### config.mk
export PLATFORM = sky130hd
export DESIGN_NAME = reg_file_mp
export DESIGN_NICKNAME = d
export VERILOG_FILES = /design/src/rtl/reg_file_mp.sv
export SDC_FILE = /design/constraint.sdc
export NUM_CORES = 2
export LEC_CHECK = 0
export BUFFER_PORTS_ARGS = -buffer_cell sky130_fd_sc_hd__clkbuf_2
export CORE_MARGIN = 1
export CORE_UTILIZATION = 40
export CTS_CLUSTER_DIAMETER = 150
export CTS_CLUSTER_SIZE = 24
export DETAILED_ROUTE_END_ITERATION = 6
export GPL_TIMING_DRIVEN = 1
export SKIP_CTS_REPAIR_TIMING = 1
export SLEW_MARGIN = 40
export SYNTH_ARGS = -nofsm -noshare
export SYNTH_HDL_FRONTEND = slang
export SYNTH_SLANG_ARGS = --single-unit
### constraint.sdc
create_clock -name clk -period 3.25 [get_ports clk]
set_input_delay 0.1625 -clock clk [delete_from_list [all_inputs] [get_ports clk]]
set_output_delay 0.1625 -clock clk [all_outputs]
set_load 0.005 [all_outputs]
### src/rtl/reg_file_mp.sv
// reg_file_mp: register file with two write ports and two asynchronous read ports.
// After reset, a CLEAR sequence zeroes entries 1..DEPTH-1, one entry per clock.
// busy is high during this sequence. Entry 0 always reads as zero.
// Port 2 wins when both write ports target the same address.
// Optional macro REG_FILE_BYPASS_EN: enabled writes are forwarded to the read
// ports in the same cycle. When it is undefined, reads return the stored contents.
//
// state   | meaning
// --------+----------------------------------------------------------
// S_CLEAR | zeroing entry clr_idx each clock; writes ignored, reads 0
// S_READY | normal operation

module reg_file_mp #(
    parameter int DATA_W = 32,
    parameter int ADDR_W = 5
) (
    input  logic              clk,
    input  logic              rstd,
    input  logic [ADDR_W-1:0] wa1,
    input  logic [ADDR_W-1:0] wa2,
    input  logic [DATA_W-1:0] wd1,
    input  logic [DATA_W-1:0] wd2,
    input  logic              we1_n,
    input  logic              we2_n,
    input  logic [ADDR_W-1:0] ra1,
    input  logic [ADDR_W-1:0] ra2,
    output logic [DATA_W-1:0] rr1,
    output logic [DATA_W-1:0] rr2,
    output logic              busy
);

    localparam int DEPTH = 2 ** ADDR_W;
    localparam logic [ADDR_W-1:0] LAST_IDX = ADDR_W'(DEPTH - 1);
    localparam logic [ADDR_W-1:0] FIRST_IDX = ADDR_W'(1);

    typedef enum logic {
        S_CLEAR = 1'b0,
        S_READY = 1'b1
    } state_t;

    state_t            state;
    state_t            state_nxt;
    logic [ADDR_W-1:0] clr_idx;
    logic [DATA_W-1:0] mem [DEPTH];

    // State register: reset always restarts the clear sequence.
    always_ff @(posedge clk or negedge rstd) begin
        if (!rstd) begin
            state <= S_CLEAR;
        end else begin
            state <= state_nxt;
        end
    end

    // Next state: leave CLEAR on the clock that clears the last entry.
    always_comb begin
        state_nxt = state;
        case (state)
            S_CLEAR: if (clr_idx == LAST_IDX) state_nxt = S_READY;
            S_READY: state_nxt = S_READY;
            default: state_nxt = S_CLEAR;
        endcase
    end

    // Output decode.
    always_comb begin
        busy = (state == S_CLEAR);
    end

    // Clear index: it starts at 1, because entry 0 is hardwired to zero.
    // It holds at the last entry instead of wrapping.
    always_ff @(posedge clk or negedge rstd) begin
        if (!rstd) begin
            clr_idx <= FIRST_IDX;
        end else if (state == S_CLEAR && clr_idx != LAST_IDX) begin
            clr_idx <= clr_idx + 1'b1;
        end
    end

    // Storage array, with no reset. While rstd is low, the state is CLEAR,
    // so user writes are dropped. Only the zero write to clr_idx (entry 1) can occur.
    // The later statement takes priority, so port 2 wins a same-address collision.
    always_ff @(posedge clk) begin
        if (state == S_CLEAR) begin
            mem[clr_idx] <= '0;
        end else begin
            if (!we1_n && wa1 != '0) mem[wa1] <= wd1;
            if (!we2_n && wa2 != '0) mem[wa2] <= wd2;
        end
    end

    function automatic logic [DATA_W-1:0] read_port(input logic [ADDR_W-1:0] ra);
        logic [DATA_W-1:0] val;
        val = mem[ra];
`ifdef REG_FILE_BYPASS_EN
        if (!we1_n && wa1 == ra) val = wd1;
        if (!we2_n && wa2 == ra) val = wd2;
`endif
        if (busy || ra == '0) val = '0;
        return val;
    endfunction

    // Read port 1: combinational, zero latency.
    always_comb begin
        rr1 = read_port(ra1);
    end

    // Read port 2: combinational, zero latency.
    always_comb begin
        rr2 = read_port(ra2);
    end

endmodule

After elaboration in Yosys (flattened, before gate mapping)
Memories as Yosys holds them, arrays and structs flattened. Index checks and enable logic that the tools add are counted.

Add/sub/neg operators: 1. Eq/ne operators: 2. Mux-type cells: 14. Bitwise operators: 1. Reductions and logical operators: 12.

Operator list (count): two-way mux 32 bit (3); OR reduction 32 bit (1); zero test 5 bit (2); nonzero test 5 bit (2); two-way mux 1 bit (9); adder 5 x 1 -> 5 bit, second input constant (1); == test 5 bit, second input constant (1); two-way mux 5 bit (1); inequality test 5 bit, second input constant (1); logical AND 1 bit (3); zero test 1 bit (2); logical OR 1 bit (2); one-hot mux 1 bit (2 select lines) (1); NOT 1 bit (1).

Flip-flop bits (word level): 6. RAM bits: 1024. Input bits: 88. Output and inout port bits: 65. Memories: 1.

Memories: mem (depth 32, width 32, read ports 2, clocked after memory_dff 0, wr ports 2, RTL line 44) `logic [DATA_W-1:0] mem [DEPTH];`.

Logic depth before layout (Yosys ltp)
Depth after elaboration: 7. Mapped depth: 8.

Worst setup path before layout
No wires, ideal clock.

Path kind: input -> register. Start point: in wa1[1]. End point: mem mem[12][0], enable pin. Library setup time: 0.428 ns. Arrival time: 2.891 ns. Setup slack: -0.069 ns. Stages: 5. Cell sequence: buf_2 or4_4 o21ai_0 a41oi_1 o21bai_1.

RTL lines: from (decl) (RTL line 19) `input logic [ADDR_W-1:0] wa1,`; to (decl) (RTL line 44).

Worst setup path after layout
Start point: reg state. End point: out rr2[23].

Longest elaborated chain between the ends: 3.

RTL lines: from (decl) (RTL line 41) `state_t state;`; from (signal assigned) (RTL line 51) `state <= state_nxt;`; NOT 1 bit; logical OR 1 bit (RTL line 99) `if (busy || ra == '0) val = '0;`; two-way mux 32 bit (RTL line 99); to (decl) (RTL line 28) `output logic [DATA_W-1:0] rr2,`.

No other way between the ends.

==> impl.org <==
** CTS
- In this run the deepest clock path goes through 3 buffers.
- Clock tree synthesis inserted a total of 48 buffers.
- The clock reaches the later pin of the worst-skew pair after 0.71 ns.
- Clock tree from TritonCTS :: built
- Clk sinks :: 1030
- Root Buffer Master :: clkbuf_16
- The H-tree was split into 2 levels.
- Clock-pin slew was measured on the worst setup and hold paths at 0.10 ns.

** Min path
- Number of cells traversed by the worst hold path :: 3
- Endpoint with the worst hold slack :: mem[0][3]$_DFFE_PP_
- The startpoint identified for the worst hold timing path is wd1[3].
- In this run the worst hold path is classified as in2reg.

** Finish
- Area of the multi-input gates :: 26000 um^2
- Proportion of layout cells with a drive suffix above 1 :: 16.3%
- Across the whole layout, storage elements account for 30900 um^2.
- Area growth from synthesis to layout :: 8.48%
- After the last flow step, the layout net total stands at 5278.
- The layout has 13600 filler cells.

** Setup path
- The worst setup path is captured at an output port.
- Startpoint of the worst-slack reg-to-reg timing path :: state$_DFF_PN0_
- On the worst path, the slowest cell contributes a delay of 0.44 ns.
- CP max-delay cell :: dfrtp_2
- The worst setup path is launched from a flop.
- Reg2Reg Setup Slack :: 0.36 ns
- R2R Path End :: mem[1][12]$_DFFE_PP_
- Measured in cells, the most critical reg-to-reg path has a length of 5.
- Kind of cell adding the most delay to the critical path :: buffers and inverters
- The signal on the critical path passes through buf_4 > inv_1 > nor4b_4 > buf_12 > buf_6 > a21oi_1 > nand4_1 > clkbuf_2.
- Counting both buffers and inverters, the worst setup path holds a total of 5.
- Setup Crit Path Kind :: reg2out
- At the worst endpoint, the arrival time is 3.10 ns.
- Required time at the worst-slack endpoint :: 3.09 ns
- Of all nets on the critical path, the largest fanout is 19.

** Run status
- Violated checks :: hold timing, setup timing
- The flow ran to the end, but the final reports show violations.

** Power and ir drop
- After layout, the design draws a total of 25600 uW.
- Static power due to leakage :: 0.0228 uW
- VDD sags by at most 396 uV.
- Dividing total power by cell area gives a power density of 397 nW/um^2.

** Global route
- Most Used Layer, Global Route :: met2
- Global routing used 46.9% of the available met2 tracks.
- Largest net degree at the start of global routing :: 65
- After global routing the overflow that remains totals 0.
- For met3 alone, demand over resource in global routing was 7.27%.
- The number of global-route vias before repair came to 43500.
- Across every metal layer, demand over resource in global routing totals 30.9%.
- First-pass GRT wire length :: 330000 um
- Number of antenna violations at the first check in global routing :: 12
- For met1 alone, demand over resource in global routing was 40.0%.

** STA
- The max-slew violation total from the final report is 0.
- Setup violations remaining at the end of the flow were counted as 2.
- Worst clock skew :: 0.0207 ns
- Min Hold Slack :: -0.0135 ns
- Clock period minus final worst setup slack :: 3.26 ns
- Worst Setup Slack, final :: -0.0120 ns
- Static timing analysis puts the maximum clock frequency at 307 MHz.
- In the finished design, the share of the clock period the worst path needs comes to 100%.
- The number of failing hold endpoints at the final stage was 6.
- For the pin with the worst max-slew slack, the measured transition is 0.907 ns.
- Setup repair after global routing missed its margin :: yes
- Worst-case headroom to the max-slew limit :: 39.5%

** Routing
- After detailed routing, the average wire length per cell comes to 33.1 um.
- After detailed routing, the total wire length is 237000 um.
- Drt pass-1 iters :: 5
- Post-route ant nets :: 0
- For this block, the initial DRC count from the detailed router was 6656.
- In the routed design, unresolved DRC markers number 0.
- The routed layout has 46000 vias.
- In the routed layout, each cell is associated on average with a via count of 6.43.

** Synthesis
- Number of nets produced by synthesis :: 5470
- Share of synthesized area occupied by flip-flops and latches :: 52.0%
- The synthesized netlist occupies a cell area of 59400 um^2.
- Synthesis inferred 1030 register bits.
- A synthesized cell averages 11.0 um^2.
- Number of flops mapped to enable cells by yosys :: 1024
- Counting flops with an async set or reset pin after synthesis yields a share of 0.583%.
- Synthesis warning total :: 0
- Count of different cell masters after synthesis :: 59
- Synthesis produced a netlist whose cell count is 5380.
- Top FF cell, synth :: edfxtp_1

** Placement
- At the end of routability-driven placement, the weighted congestion stood at 0.941.
- DP Wirelength :: 148000 um
- Port bufs :: 152

** Floorplan
- For this configuration, the core starts out at a cell density of 40.3%.
- Horizontal die dimension :: 387 um
- Measured along the y axis, the die boundary spans 387 um.
- Core area :: 147000 um^2
- Number of rows in the core area :: 141
- Pin placement for this block handled 153 I/O pins.
- The floorplan step defined a die boundary enclosing 150000 um^2.

** Run
- MaxCap Viol Count :: 0
[logic make-up after synthesis]
kind of cell	share of synthesized area, %
simple gates	10.6
compound gates	13.5
flops	52.0
mux	18.3
buf+inv	5.42
xor+xnor	0.0442
fa+ha+maj	0.0421
[Yosys cell counts (3+ instances only)]
cell type / n / share of area, %
a21oi_1: 107 / 0.90
a22o_1: 20 / 0.29
a22oi_1: 228 / 2.9
a31oi_1: 24 / 0.25
a32oi_1: 12 / 0.18
a41oi_1: 3 / 0.044
and2_1: 6 / 0.063
and3_1: 46 / 0.48
and4b_1: 4 / 0.067
buf_1: 24 / 0.15
buf_2: 224 / 1.9
buf_4: 77 / 0.97
buf_6: 3 / 0.057
clkbuf_1: 296 / 1.9
clkbuf_2: 26 / 0.22
dfrtp_1: 5 / 0.21
edfxtp_1: 1024 / 52
inv_1: 38 / 0.24
mux2i_1: 516 / 8.7
mux4_2: 254 / 9.6
nand2_1: 1087 / 6.9
nand2_4: 28 / 0.53
nand2b_1: 5 / 0.053
nand3_1: 130 / 1.1
nand4_1: 66 / 0.70
nor2_1: 17 / 0.11
nor2b_1: 10 / 0.11
nor3_1: 31 / 0.26
nor3b_1: 3 / 0.038
nor4_1: 4 / 0.042
o21ai_0: 946 / 8.0
o21ai_1: 51 / 0.43
o21ba_2: 3 / 0.051
o21bai_1: 31 / 0.39
[worst max path at each step]
| stage | from | end | slack, ns | depth (start not counted) |
|---|---|---|---|---|
| after floorplan | wa1[1] | mem[12][0]$_DFFE_PP_ | -0.07 | 5 |
| after global placement | state$_DFF_PN0_ | mem[1][15]$_DFFE_PP_ | 0.27 | 5 |
| after detailed placement | state$_DFF_PN0_ | mem[1][15]$_DFFE_PP_ | 0.22 | 5 |
| after CTS | state$_DFF_PN0_ | rr1[13] | -0.48 | 6 |
| after global routing | state$_DFF_PN0_ | rr2[23] | -0.06 | 8 |
| final | state$_DFF_PN0_ | rr2[23] | -0.01 | 8 |
[final cells by class]
cell class	instances	area share [%]
clock inverters	1	0.0252
multi-input cells	3661	40.4
repair buffers	409	5.57
flip-flops and latches	1030	48.0
inverters	38	0.221
diodes	8	0.0311
well taps	1930	3.75
clock buffers	68	2.06
[flip-flops by register name, summed over array words and instances (netlist names)]
name     flops
clr_idx      5
mem       1024
state        1
[layer usage]
metal / share of wire, % / wire (um)
met3: 12 / 28100
met5: 0.012 / 29
met2: 44 / 104000
met1: 37 / 87600
met4: 7.2 / 17000
[through the flow]
stage | std cells | utilization (%) | worst slack [ns] | area [um^2] | TNS (ns)
3_5_place_dp | 7056 | 42.6 | 0.219 | 62900 | 0
6_report | 7145 | 43.7 | -0.0120 | 64400 | -0.0192
3_3_place_gp | 7056 | 42.6 | 0.275 | 62900 | 0
2_1_floorplan | 5380 | - | -0.0692 | 59400 | -25.77
5_1_grt | 7140 | 43.7 | -0.0628 | 64400 | -0.0628
4_1_cts | 7125 | 43.5 | -0.479 | 64200 | -12.73
[cells in the final DEF, fill, tap and decap left out, types with 51 or more instances in the layout]
master    instances
clkbuf_2        144
o21ai_1          51
edfxtp_1       1024
mux4_2          254
nand3_1         128
mux2i_1         516
buf_12           62
nand4_1          66
a21oi_1         105
nand2_1        1087
o21ai_0         946
buf_4           179
a22oi_1         228
[power breakdown]
| group | switching (uW) | internal (uW) |
|---|---|---|
| clock network | 4420 | 2870 |
| logic | 2440 | 1140 |
| registers | 20.0 | 14700 |
| total | 6880 | 18700 |
[worst reg2reg max path, delay by kind of cell, from the launching register on]
kind | cells | cell delay, ns
AOI/OAI and AO/OA | 1 | 0.21
buffers and inverters | 2 | 0.63
and+or+nand+nor | 2 | 1.26
DFF | 1 | 0.44
(Power assumes the default switching activity.)
